<file path="config.mk">
export PLATFORM = sky130hd
export DESIGN_NAME = kitchen_cmd_encoder
export DESIGN_NICKNAME = d
export VERILOG_FILES = /design/src/rtl/kitchen_pkg.sv /design/src/rtl/kitchen_gap_timer.sv /design/src/rtl/kitchen_cmd_encoder.sv
export SDC_FILE = /design/constraint.sdc
export NUM_CORES = 1
export LEC_CHECK = 0
export BUFFER_PORTS_ARGS = -buffer_cell sky130_fd_sc_hd__buf_2
export CELL_PAD_IN_SITES_DETAIL_PLACEMENT = 1
export CELL_PAD_IN_SITES_GLOBAL_PLACEMENT = 1
export CORE_MARGIN = 5
export CORE_UTILIZATION = 49
export CTS_CLUSTER_SIZE = 12
export DETAILED_ROUTE_END_ITERATION = 10
export HOLD_SLACK_MARGIN = 0.1
export PLACE_DENSITY_LB_ADDON = 0.1
export RECOVER_POWER = 50
export SLEW_MARGIN = 40
export SYNTH_ARGS = -nofsm -noshare
export SYNTH_HDL_FRONTEND = slang
export SYNTH_SLANG_ARGS = --single-unit
</file>
<file path="constraint.sdc">
create_clock -name clk -period 2.8 [get_ports clk]
set_input_delay 0.28 -clock clk [delete_from_list [all_inputs] [get_ports clk]]
set_output_delay 0.28 -clock clk [all_outputs]
set_load 0.02 [all_outputs]
</file>
<file path="src/rtl/kitchen_pkg.sv">
// Shared definitions for the kitchen game UART command/status byte format.
// Bytes are {payload[7:2], channel[1:0]}.
package kitchen_pkg;

   localparam int TGT_W = 6;

   localparam logic [1:0] CH_GAME = 2'b01;
   localparam logic [1:0] CH_OP   = 2'b10;
   localparam logic [1:0] CH_TGT  = 2'b11;

   localparam logic [5:0] PL_START = 6'b000001;
   localparam logic [5:0] PL_STOP  = 6'b000010;

   localparam int OP_GET       = 0;
   localparam int OP_PUT       = 1;
   localparam int OP_INTERACT  = 2;
   localparam int OP_MOVE_FWD  = 3;
   localparam int OP_MOVE_BACK = 4;
   localparam int OP_THROW     = 5;

   localparam logic [TGT_W-1:0] TGT_NONE = '1;

   typedef enum logic [1:0] {
      ST_IDLE,
      ST_LOAD,
      ST_SEND,
      ST_GAP
   } enc_state_t;

   function automatic logic is_onehot6(input logic [5:0] v);
      return (v != 6'd0) && ((v & (v - 6'd1)) == 6'd0);
   endfunction

   function automatic logic [7:0] encode(input logic [5:0] payload, input logic [1:0] channel);
      return {payload, channel};
   endfunction

endpackage

</file>
<file path="src/rtl/kitchen_gap_timer.sv">
// Loadable down-counter that stops at zero; zero flags the end of the gap.
module kitchen_gap_timer #(
   parameter int W = 16
) (
   input  logic         clk,
   input  logic         rst_n,
   input  logic         load,
   input  logic [W-1:0] load_value,
   output logic         zero
);

   logic [W-1:0] count_reg;

   always_ff @(posedge clk or negedge rst_n) begin
      if (!rst_n) begin
         count_reg <= '0;
      end else if (load) begin
         count_reg <= load_value;
      end else if (count_reg != '0) begin
         count_reg <= count_reg - W'(1);
      end
   end

   assign zero = (count_reg == '0);

endmodule

</file>
<file path="src/rtl/kitchen_cmd_encoder.sv">
// Encodes game/operation/target requests into command bytes and hands them to
// the UART transmitter one at a time with an enforced idle gap between bytes.
module kitchen_cmd_encoder
   import kitchen_pkg::*;
#(
   parameter logic [15:0] GAP_CYCLES = 16'd1000
) (
   input  logic             clk,
   input  logic             rst_n,
   input  logic             game_req,
   input  logic             game_start,
   input  logic             op_req,
   input  logic [5:0]       op_code,
   input  logic             tgt_req,
   input  logic [TGT_W-1:0] tgt_id,
   input  logic             tgt_force,
   output logic [7:0]       tx_data,
   output logic             tx_valid,
   input  logic             tx_ready,
   output logic             busy,
   output logic             drop
);

   enc_state_t       state_reg, state_next;

   logic             game_pend_reg, op_pend_reg, tgt_pend_reg;
   logic [5:0]       game_pl_reg, op_pl_reg;
   logic [TGT_W-1:0] tgt_pl_reg, last_tgt_reg;
   logic [7:0]       tx_data_reg;
   logic             tx_valid_reg, drop_reg;

   logic             op_ok, tgt_ok, drop_next;
   logic             any_pend, any_new;
   logic             sel_game, sel_tgt, sel_op;
   logic [7:0]       load_byte;
   logic             load_en, accept, gap_load, gap_zero;

   // A target request matching the last byte the UART actually took is redundant.
   assign op_ok     = op_req && is_onehot6(op_code);
   assign tgt_ok    = tgt_req && (tgt_force || (tgt_id != last_tgt_reg));
   assign drop_next = (op_req && !op_ok) || (tgt_req && !tgt_ok);

   assign any_pend = game_pend_reg || op_pend_reg || tgt_pend_reg;
   assign any_new  = game_req || op_ok || tgt_ok;

   assign sel_game = game_pend_reg;
   assign sel_tgt  = !game_pend_reg && tgt_pend_reg;
   assign sel_op   = !game_pend_reg && !tgt_pend_reg && op_pend_reg;

   always_comb begin
      load_byte = 8'h00;
      if (sel_game) begin
         load_byte = encode(game_pl_reg, CH_GAME);
      end else if (sel_tgt) begin
         load_byte = encode(tgt_pl_reg, CH_TGT);
      end else if (sel_op) begin
         load_byte = encode(op_pl_reg, CH_OP);
      end
   end

   always_ff @(posedge clk or negedge rst_n) begin
      if (!rst_n) begin
         state_reg <= ST_IDLE;
      end else begin
         state_reg <= state_next;
      end
   end

   // IDLE also reacts to a request arriving this cycle so the byte leaves two cycles after the pulse.
   always_comb begin
      state_next = state_reg;
      load_en    = 1'b0;
      accept     = 1'b0;
      gap_load   = 1'b0;
      case (state_reg)
         ST_IDLE: begin
            if ((any_pend || any_new) && gap_zero) begin
               state_next = ST_LOAD;
            end
         end
         ST_LOAD: begin
            load_en    = 1'b1;
            state_next = ST_SEND;
         end
         ST_SEND: begin
            if (tx_ready) begin
               accept     = 1'b1;
               gap_load   = 1'b1;
               state_next = ST_GAP;
            end
         end
         ST_GAP: begin
            if (gap_zero) begin
               state_next = ST_IDLE;
            end
         end
         default: state_next = ST_IDLE;
      endcase
   end

   always_ff @(posedge clk or negedge rst_n) begin
      if (!rst_n) begin
         game_pend_reg <= 1'b0;
         op_pend_reg   <= 1'b0;
         tgt_pend_reg  <= 1'b0;
         game_pl_reg   <= '0;
         op_pl_reg     <= '0;
         tgt_pl_reg    <= '0;
         last_tgt_reg  <= TGT_NONE;
         tx_data_reg   <= 8'h00;
         tx_valid_reg  <= 1'b0;
         drop_reg      <= 1'b0;
      end else begin
         drop_reg <= drop_next;

         // A capture in the load cycle wins over clearing, so the new value stays pending.
         if (game_req) begin
            game_pend_reg <= 1'b1;
            game_pl_reg   <= game_start ? PL_START : PL_STOP;
         end else if (load_en && sel_game) begin
            game_pend_reg <= 1'b0;
         end

         if (tgt_ok) begin
            tgt_pend_reg <= 1'b1;
            tgt_pl_reg   <= tgt_id;
         end else if (load_en && sel_tgt) begin
            tgt_pend_reg <= 1'b0;
         end

         if (op_ok) begin
            op_pend_reg <= 1'b1;
            op_pl_reg   <= op_code;
         end else if (load_en && sel_op) begin
            op_pend_reg <= 1'b0;
         end

         if (load_en) begin
            tx_data_reg  <= load_byte;
            tx_valid_reg <= 1'b1;
         end else if (accept) begin
            tx_valid_reg <= 1'b0;
         end

         if (accept && (tx_data_reg[1:0] == CH_TGT)) begin
            last_tgt_reg <= tx_data_reg[7:2];
         end
      end
   end

   kitchen_gap_timer #(
      .W(16)
   ) u_gap_timer (
      .clk        (clk),
      .rst_n      (rst_n),
      .load       (gap_load),
      .load_value (GAP_CYCLES - 16'd1),
      .zero       (gap_zero)
   );

   assign tx_data  = tx_data_reg;
   assign tx_valid = tx_valid_reg;
   assign drop     = drop_reg;
   assign busy     = (state_reg != ST_IDLE) || any_pend;

endmodule

</file>
==> impl_metrics.tcl, run 1 <==
set metrics [dict create \
    setup_viol 0 \
    die_x_microns 82.0 \
    diodes 0 \
    area_delta_synth_final_pct 12.6 \
    synth_edf_count 0 \
    port_buffers 30 \
    period_share 0.774 \
    synth.distinct_cells 45 \
    yosys_warnings 0 \
    leakagePower_nw 1.21 \
    grt_pass1_wl_mm 9.81 \
    h-tree-depth 2 \
    cp_top_family "simple AND/OR/NAND/NOR gates" \
    rsz0062_at_grt "false" \
    hold_viol 0 \
    total_power_mw 2.35 \
    cts_tree "done" \
    post-cts-setup-buffers 0 \
    synth_area_sq_mm 0.00254 \
    seq_area_sq_mm 0.00128 \
    gr-total-overflow 0 \
    max_freq_ghz 0.462 \
    ant_nets 0 \
    postCtsResizedCells 0 \
    yosys.area.top_type_share 0.443 \
    synth_area_leader_cell "dfrtp_1" \
    yosys-top-cells-area "dfrtp_1 (44%), mux2_2 (8.4%), dfstp_2 (6.2%), xor2_1 (3.8%), ha_1 (3.0%)" \
    ys_seq_elements 51 \
    track_usage 0.192 \
    fin_crit_ns 2.17 \
    cap_violations 0 \
    final_nets 288 \
    hpwl_mm 4.28 \
    largest_reg_flops 16 \
    gp_congestion 0.828 \
    synth_nets 251 \
    drtIter0Drc 47 \
    antenna_found_initial 0 \
    async_flop_share 1.00 \
    startpoint_type "flip-flop" \
    postLayoutCoreUtil 0.564 \
    first_global_vias 1980 \
    die_area_sq_mm 0.00672 \
    layout-drive-gt1-share 0.255 \
    cts_sinks 51 \
    fill_cells 563 \
    drv_slew 0 \
    vias 1847 \
    path_cells "inv_1 > ha_1 > nor4b_1 > nand4_1 > a21oi_1 > o41a_1 > mux2_4" \
    start_util 0.500 \
    clkTransAtPathRegs_ns 0.09 \
    insertion_delay_ns 0.30 \
    end_kind "flip-flop" \
    cp.arrival_ns 2.36 \
    worstPathMaxFanout 5 \
    wire_per_inst_microns 17.0 \
    fin_tns_setup_ns 0 \
    synth_ff_type "dfrtp_1" \
    syn-instance-count 225 \
    avgSynthCellArea_sq_um 11.3 \
    cts_buffers 5 \
    worst_ep_required_time_ns 2.99 \
    fin_skew_ns 0.00990 \
    core_area_sq_mm 0.00507 \
    hp-class "input port to flip-flop" \
    cpMaxStageDelayCell "dfrtp_1" \
    peakVddDrop_uv 404 \
    clockBufferDepth 2 \
    worstSetupPathType "flip-flop to flip-flop" \
    power.density_mw_per_mm2 822 \
    via_per_inst 5.55 \
    routed_wl_mm 5.65 \
    std_cell_rows 26 \
    tightest_slew_ns 0.952 \
    path_buf_inv 1 \
    ioPinCount 31 \
    die_height_microns 82.0 \
    cts_root_buffer "clkbuf_8" \
    grt_max_degree 40 \
    max_slew_margin 0.365 \
    drt_pass1_iterations 4 \
    multi_input_comb_area_sq_mm 0.00121 \
    yosysSeqAreaShare 0.505 \
    drc 0 \
    slowest_delay_ns 0.43 \
    status "finished clean" \
]
-- cells in the final DEF, fill, tap and decap left out, types with 2 or more instances in the layout --
| cell | synthesis | layout |
|---|---|---|
| dfrtp_1 | 45 | 45 |
| buf_2 | 0 | 26 |
| mux2_2 | 19 | 19 |
| nand2_1 | 17 | 17 |
| nor2_1 | 16 | 16 |
| xor2_1 | 11 | 11 |
| o21ai_0 | 11 | 11 |
| inv_1 | 9 | 9 |
| clkbuf_1 | 3 | 8 |
| xnor2_1 | 7 | 7 |
| a21oi_1 | 6 | 6 |
| a22oi_1 | 6 | 6 |
| ha_1 | 6 | 6 |
| dfstp_2 | 6 | 6 |
| nor3_1 | 5 | 5 |
| nand3_1 | 5 | 5 |
| o2bb2ai_1 | 5 | 5 |
| clkbuf_8 | 0 | 5 |
| nor4_1 | 4 | 4 |
| nand2b_1 | 3 | 3 |
| nand4_1 | 3 | 3 |
| nand3b_1 | 2 | 2 |
| o211ai_1 | 2 | 2 |
| nor4_4 | 2 | 2 |
| or3_1 | 2 | 2 |
| nor3_2 | 2 | 2 |
| nor4b_1 | 2 | 2 |
| nor3b_1 | 2 | 2 |
| nor4bb_1 | 2 | 2 |
| or2_2 | 2 | 2 |
| nor2b_1 | 2 | 2 |
| a21o_1 | 2 | 2 |
| mux2i_1 | 2 | 2 |
-- synthesized netlist by cell type, drive strengths merged (3+ instances only) --
library cell and n:
xnor2 7, o21ai 11, nor2 16, nor3 7, nor4 6, nand2 17
a22oi 6, o2bb2ai 5, nand4 3, xor2 11, nor4b 3, ha 6
nand2b 3, a21oi 6, dfrtp 45, nand3 6, dfstp 6, mux2 20
inv 9, clkbuf 3
-- final cells by class --
| class | count | share of cell area |
|---|---|---|
| clock buffer | 8 | 0.0280 |
| inverter | 9 | 0.0118 |
| multi-input combinational | 162 | 0.423 |
| sequential | 51 | 0.449 |
| tap | 70 | 0.0306 |
| timing repair buffer | 33 | 0.0573 |
-- final timing paths --
check,startpoint,to,slack [ns],cells after the start
setup / recovery,u_gap_timer.count_reg[0],state_reg[1],0.63,7
hold / removal,game_start,game_pl_reg[1],0.15,2
setup reg to reg,u_gap_timer.count_reg[0],state_reg[1],0.63,7
hold reg to reg,tx_valid,tx_valid,0.49,2
max in group asynchronous,rst_n,last_tgt_reg[1],1.30,3
min in group asynchronous,rst_n,u_gap_timer.count_reg[14],0.65,2
-- metrics by stage --
stage | setup WS (ns) | hold WS [ns] | cell area (sq um) | cells
floorplan | 0.914 | -0.0156 | 2540 | 225
global placement | 0.720 | 0.443 | 2780 | 324
detailed placement | 0.644 | 0.283 | 2780 | 324
CTS | 0.619 | 0.138 | 2870 | 333
global route | 0.463 | 0.136 | 2860 | 333
finish | 0.634 | 0.146 | 2860 | 333
-- metal layers --
layer / up-vias / GRT usage / wire (microns)
li1: 880 / - / -
met1: 945 / 0.244 / 2560
met2: 20 / 0.333 / 2950
met3: 2 / 0.0439 / 116
met4: 0 / 0.0449 / 24
met5: - / 0 / 0
-- kinds of logic (layout without fill, tap and decap cells) --
kind of cell	Yosys count	in the layout	share of synthesized area
AOI/OAI and AO/OA	39	39	0.106
xor gates and xnor gates	18	18	0.0621
adders and majority gates	6	6	0.0296
buffers and inverters	12	50	0.0177
DFF	51	51	0.505
muxes	22	22	0.0980
and+or+nand+nor	77	77	0.181
-- where the power goes --
group	switching (mW)	internal [mW]
sequential	0.192	0.965
combinational	0.433	0.356
clock	0.225	0.178
total	0.851	1.50
-- repair_timing --
action | CTS | global route
setup endpoints to repair | 0 | 0
endpoints found under the hold margin | 32 | 0
hold buffers | 1 | 0
No activity file was read; power rests on OpenSTA's default activity.
==> inputs of run 2 (changes only) <==
- ABC_AREA: unset -> 1
- CORE_UTILIZATION: 49 -> 43
- clock period: 2.8 -> 2 ns (I/O delays scaled with it)
==> run 2 against run 1 <==
Against the previous run: core utilization shrank 5.6 points; hold slack got worse by 0.021 ns; combinational power grew 48%; register-to-register slack worse by 0.39 ns.
==> impl_metrics.tcl, run 2 <==
set metrics [dict create \
    status "finished clean" \
    cts_root_buffer "clkbuf_8" \
    max_slew_margin 0.191 \
    clockBufferDepth 2 \
    min_path_cells 3 \
    final_nets 383 \
    min-delay-start "op_req" \
    synth_edf_count 0 \
    startpoint "u_gap_timer.count_reg[0]" \
    startpoint_type "flip-flop" \
    rrSetupSlack_ns 0.24 \
    rr_endpoint "u_gap_timer.count_reg[8]" \
    first_global_vias 2326 \
    yosys.area.top_type_share 0.426 \
    fin_skew_ns 0.00605 \
    total_power_mw 3.44 \
    wire_per_inst_microns 14.9 \
    cts_tree "done" \
    fin_crit_ns 1.76 \
    peakVddDrop_uv 444 \
    cp.arrival_ns 1.96 \
    worst_ep_required_time_ns 2.20 \
    die_height_microns 88.4 \
    synth_area_leader_cell "dfrtp_1" \
    die_x_microns 88.4 \
    drtIter0Drc 36 \
    max_freq_ghz 0.569 \
    setup_viol 0 \
    drv_slew 0 \
    worstPathMaxFanout 7 \
    synth_ff_type "dfrtp_1" \
    cts_buffers 5 \
    rsz0062_at_grt "false" \
    die_area_sq_mm 0.00782 \
    clkTransAtPathRegs_ns 0.09 \
    yosys_warnings 0 \
    track_usage 0.182 \
    ioPinCount 31 \
    yosysSeqAreaShare 0.486 \
    cts_sinks 51 \
    period_share 0.879 \
    reg2reg_depth 9 \
    layout-drive-gt1-share 0.179 \
    yosys-top-cells-area "dfrtp_1 (43%), nand2_1 (11%), inv_1 (6.1%), dfstp_2 (6.0%), o21ai_0 (4.4%)" \
    post-cts-setup-buffers 0 \
    gp_congestion 0.799 \
    port_buffers 30 \
    leakagePower_nw 1.49 \
    diodes 0 \
    insertion_delay_ns 0.31 \
    synth_nets 345 \
    hold_viol 0 \
    synth_area_sq_mm 0.00264 \
    routed_wl_mm 6.43 \
    via_per_inst 4.99 \
    worstSetupPathType "flip-flop to flip-flop" \
    end_kind "flip-flop" \
    drc 0 \
    ys_seq_elements 51 \
    vias 2161 \
    grt_max_degree 33 \
    synth.distinct_cells 34 \
    layout_commonest_cell "nand2_1" \
    antenna_found_initial 0 \
    grt_pass1_wl_mm 11.0 \
    fin_tns_setup_ns 0 \
    core_area_sq_mm 0.00596 \
    largest_reg_flops 16 \
    cap_violations 0 \
    drt_pass1_iterations 5 \
    hp-class "input port to flip-flop" \
    tightest_slew_ns 1.21 \
    syn-instance-count 319 \
    hpwl_mm 5.06 \
    power.density_mw_per_mm2 1140 \
    avgSynthCellArea_sq_um 8.29 \
    gr-total-overflow 0 \
    std_cell_rows 28 \
    h-tree-depth 2 \
    layout_common_cells "nand2_1 (79), dfrtp_1 (45), inv_1 (43), nor2_1 (30), buf_2 (26)" \
    synth_common_cells "nand2_1 (79), dfrtp_1 (45), inv_1 (43)" \
    async_flop_share 1.00 \
    hold_path_end "drop" \
    reg2reg_from "u_gap_timer.count_reg[0]" \
    yosysMostFrequentCell "nand2_1" \
    start_util 0.444 \
    area_delta_synth_final_pct 14.4 \
    ant_nets 0 \
]
-- run 2: cell count changes after synthesis, moves of 7 or more --
cell,delta
a21oi_1,+9
inv_1,+34
nand2_1,+62
nand3_1,+7
o21ai_0,+12
mux2_2,-17
nor2_1,+14
-- run 2: cells by family (layout without fill, tap and decap cells) --
family	after synthesis	in the layout	synth area share
xor+xnor	11	11	0.0364
simple gates	148	148	0.264
mux	2	2	0.00852
buf+inv	53	92	0.0776
fa+ha+maj	6	6	0.0284
flops	51	51	0.486
compound gates	48	48	0.0999
-- run 2: cell type report --
cell class              count  area (sq um)
fillers                   764          2930
flip-flops and latches     51          1280
multi-input cells         215          1160
repair buffers             37           213
inverters                  47           176
clock buffers               8           100
well taps                  75          93.8
-- run 2: repair_timing --
item,CTS,global route
hold buffers,1,0
gates resized for setup,0,1
setup endpoints to repair,0,1
endpoints found under the hold margin,19,0
-- run 2: layer usage --
layer,track usage,share of wire
met2,0.325,0.51
met4,0.0495,0.011
met5,0,0
met3,0.0317,0.028
met1,0.228,0.45
-- run 2: worst max path at each step --
stage,depth (start not counted),slack (ns),to
after global routing,9,0.11,u_gap_timer.count_reg[8]
final,9,0.24,u_gap_timer.count_reg[8]
after detailed placement,9,0.14,u_gap_timer.count_reg[8]
after floorplan,10,0.43,u_gap_timer.count_reg[8]
after global placement,9,0.24,u_gap_timer.count_reg[8]
after CTS,9,0.12,u_gap_timer.count_reg[8]
-- run 2: through the flow --
step | setup WS (ns) | utilization | cells | hold slack [ns] | area, sq um
floorplan | 0.426 | - | 319 | -0.0956 | 2640
global placement | 0.245 | 0.490 | 424 | 0.197 | 2920
detailed placement | 0.141 | 0.490 | 424 | 0.191 | 2920
CTS | 0.120 | 0.508 | 433 | 0.122 | 3030
global route | 0.109 | 0.508 | 433 | 0.119 | 3020
finish | 0.241 | 0.508 | 433 | 0.126 | 3020
-- run 2: worst max-delay path: stages (launching register included) --
cell and delay, ns:
dfrtp_1 0.42, inv_1 0.11, ha_2 0.30, nand2_2 0.12
nor2_4 0.15, nand4_4 0.15, nor2_4 0.21, inv_2 0.08
o31ai_1 0.08, inv_2 0.04
-- run 2: report_power, final --
part | internal, mW | switching, mW
Sequential | 1.36 | 0.252
Combinational | 0.444 | 0.730
Clock | 0.317 | 0.343
==> inputs of run 3 (changes only) <==
- SYNTH_HIERARCHICAL: unset -> 1
==> run 3 against run 2 <==
Against the previous run: design area increased by 11%; die area increased by 9.1%; sequential power increased by 12%; setup slack got worse by 0.059 ns; clock power increased by 14%; largest cell class is now multi-input gates.
==> impl_metrics.tcl, run 3 <==
set metrics [dict create \
    vias 2500 \
    ant_nets 0 \
    syn-instance-count 376 \
    total_power_mw 4.41 \
    max_slew_margin 0.145 \
    drtIter0Drc 49 \
    post-cts-setup-buffers 0 \
    ioPinCount 31 \
    synth_area_sq_mm 0.00292 \
    yosys_warnings 6 \
    path_cells "inv_1 > ha_4 > nand2_4 > nor2_4 > nand3_1 > nor3_4 > o22ai_1 > inv_1 > nand2_2 > nand2_1 > nand2_1" \
    area_delta_synth_final_pct 15.5 \
    yosys.area.top_type_share 0.386 \
    fin_skew_ns 0.00492 \
    cts_root_buffer "clkbuf_8" \
    switching_share 0.424 \
    yosys.area_share.simple 0.322 \
    yosys-top-cells-area "dfrtp_1 (39%), nand2_1 (15%), inv_1 (5.7%), dfstp_2 (5.4%), nand3_1 (3.4%)" \
    intPower_mw 2.54 \
    antenna_found_initial 0 \
    postLayoutCoreUtil 0.504 \
    seqPwrFrac 0.408 \
    largest_reg_flops 16 \
    cap_violations 0 \
    synth_ff_type "dfrtp_1" \
    yosysMostFrequentCell "nand2_1" \
    end_kind "flip-flop" \
    drv_slew 0 \
    hp-class "input port to flip-flop" \
    ys_seq_elements 51 \
    startpoint_type "flip-flop" \
    fin_crit_ns 1.82 \
    die_area_sq_mm 0.00853 \
    core_area_sq_mm 0.00668 \
    clkTransAtPathRegs_ns 0.09 \
    p_clk_frac 0.171 \
    synth_top_family_by_area "simple AND/OR/NAND/NOR gates" \
    peakVddDrop_uv 475 \
    slowest_delay_ns 0.41 \
    async_flop_share 1.00 \
    grt_max_degree 52 \
    insertion_delay_ns 0.31 \
    via_per_inst 4.90 \
    synth_mux_area_frac 0 \
    dp_cells 501 \
    die_x_microns 92.3 \
    synth.distinct_cells 37 \
    yosys.area_share.xor_xnor 0.0150 \
    final_nets 455 \
    avgSynthCellArea_sq_um 7.75 \
    wire_per_inst_microns 14.0 \
    power_switching_mw 1.87 \
    start_util 0.436 \
    worstSetupPathType "flip-flop to flip-flop" \
    layout_common_cells "nand2_1 (117), dfrtp_1 (45), inv_1 (44), nor2_1 (23), buf_2 (23)" \
    worstPathMaxFanout 5 \
    layout-drive-gt1-share 0.200 \
    track_usage 0.184 \
    rsz0062_at_grt "false" \
    synth_area_leader_cell "dfrtp_1" \
    cts_tree "done" \
    synth_edf_count 0 \
    gr-total-overflow 0 \
    port_buffers 30 \
    setup_viol 0 \
    grt_pass1_wl_mm 12.6 \
    max_freq_ghz 0.550 \
    cts_sinks 51 \
    drc 0 \
    period_share 0.909 \
    cts_buffers 5 \
    final_cells 510 \
    first_global_vias 2752 \
    cp.arrival_ns 2.02 \
    cpMaxStageDelayCell "dfrtp_1" \
    combPwrFrac 0.421 \
    leakagePower_nw 1.76 \
    h-tree-depth 2 \
    yosysSeqAreaShare 0.440 \
    hpwl_mm 5.55 \
    status "finished clean" \
    synth_compound_gate_area_share 0.110 \
    synth-adder-area-share 0.0258 \
    hold_viol 0 \
    worst_ep_required_time_ns 2.20 \
    hold_ws_ns 0.128 \
    synth_common_cells "nand2_1 (117), dfrtp_1 (45), inv_1 (44)" \
    tightest_slew_ns 1.28 \
    std_cell_rows 30 \
    gp_congestion 0.877 \
    diodes 0 \
    layout_commonest_cell "nand2_1" \
    power.density_mw_per_mm2 1310 \
    routed_wl_mm 7.13 \
    drt_pass1_iterations 4 \
    die_height_microns 92.3 \
    clockBufferDepth 2 \
]
## run 3: cell types whose count changed in the layout (fill, tap and decap cells not counted), sizes merged, moves of 6 or more
cell	previous run	this run
inv	46	52
nand3	12	24
nand2	80	126
o21ai	24	34
nor3	11	3
conb	0	16
a21oi	16	8
## run 3: worst max-delay path, delay by kind of cell (launching register included)
family | cells | cell delay, ns
buf+inv | 2 | 0.26
compound gates | 1 | 0.11
fa+ha+maj | 1 | 0.19
flops | 1 | 0.41
simple gates | 7 | 0.73
## run 3: repair_timing
| action | CTS | global route |
|---|---|---|
| cloned | 0 | 0 |
| endpoints found under the hold margin | 45 | 0 |
| gates resized for setup | 1 | 3 |
| endpoints found under the setup margin | 2 | 2 |
| hold buffers | 1 | 0 |
## run 3: routing by layer
metal  part of all wire  global-route usage  wire length, microns  vias to the layer above
li1                   -                   -                     -                     1270
met1               0.43               0.219                  3070                     1190
met2               0.53               0.338                  3740                       30
met3              0.023              0.0284                   166                       10
met4              0.020              0.0582                   144                        0
met5                  0                   0                     0                        -
## run 3: final cells by class
type	instances	area [sq um]
tap	80	100
clock buffer	6	82.6
sequential	51	1280
multi-input combinational	278	1450
fill	858	3310
inverter	53	199
timing repair buffer	40	213
clock inverter	2	35.0
## run 3: cell families (layout without fill, tap and decap cells)
family | Yosys count | after routing
xor+xnor | 5 | 5
compound gates | 54 | 54
fa+ha+maj | 6 | 6
flops | 51 | 51
other cells | 2 | 16
buf+inv | 61 | 101
simple gates | 197 | 197
## run 3: path summary, 6_finish.rpt
check,start,to,slack (ns),depth (start not counted)
worst max-delay path,u_gap_timer/count_reg[0],state_reg[0],0.18,11
worst min-delay path,op_req,drop,0.13,2
worst max register to register,u_gap_timer/count_reg[0],state_reg[0],0.18,11
worst min register to register,tx_valid,tx_valid,0.48,2
max in group asynchronous,rst_n,tx_valid,0.44,3
min in group asynchronous,rst_n,u_gap_timer/count_reg[0],0.78,3
## run 3: power by group through the flow
stage / clock (mW) / sequential, mW / combinational [mW]
2_1_floorplan: 0 / 1.78 / 1.32
3_3_place_gp: 0 / 1.79 / 1.80
3_5_place_dp: 0 / 1.81 / 1.85
4_1_cts: 0.786 / 1.80 / 1.88
5_1_grt: 0.823 / 1.86 / 2.13
6_report: 0.753 / 1.80 / 1.86
## run 3: stage by stage
stage          setup TNS (ns)  instance area, sq um  worst slack (ns)
5_1_grt                     0                  3370            0.0412
4_1_cts                     0                  3370            0.0405
6_report                    0                  3370             0.182
3_5_place_dp           -0.115                  3240           -0.0667
2_1_floorplan               0                  2970             0.276
3_3_place_gp                0                  3240             0.126
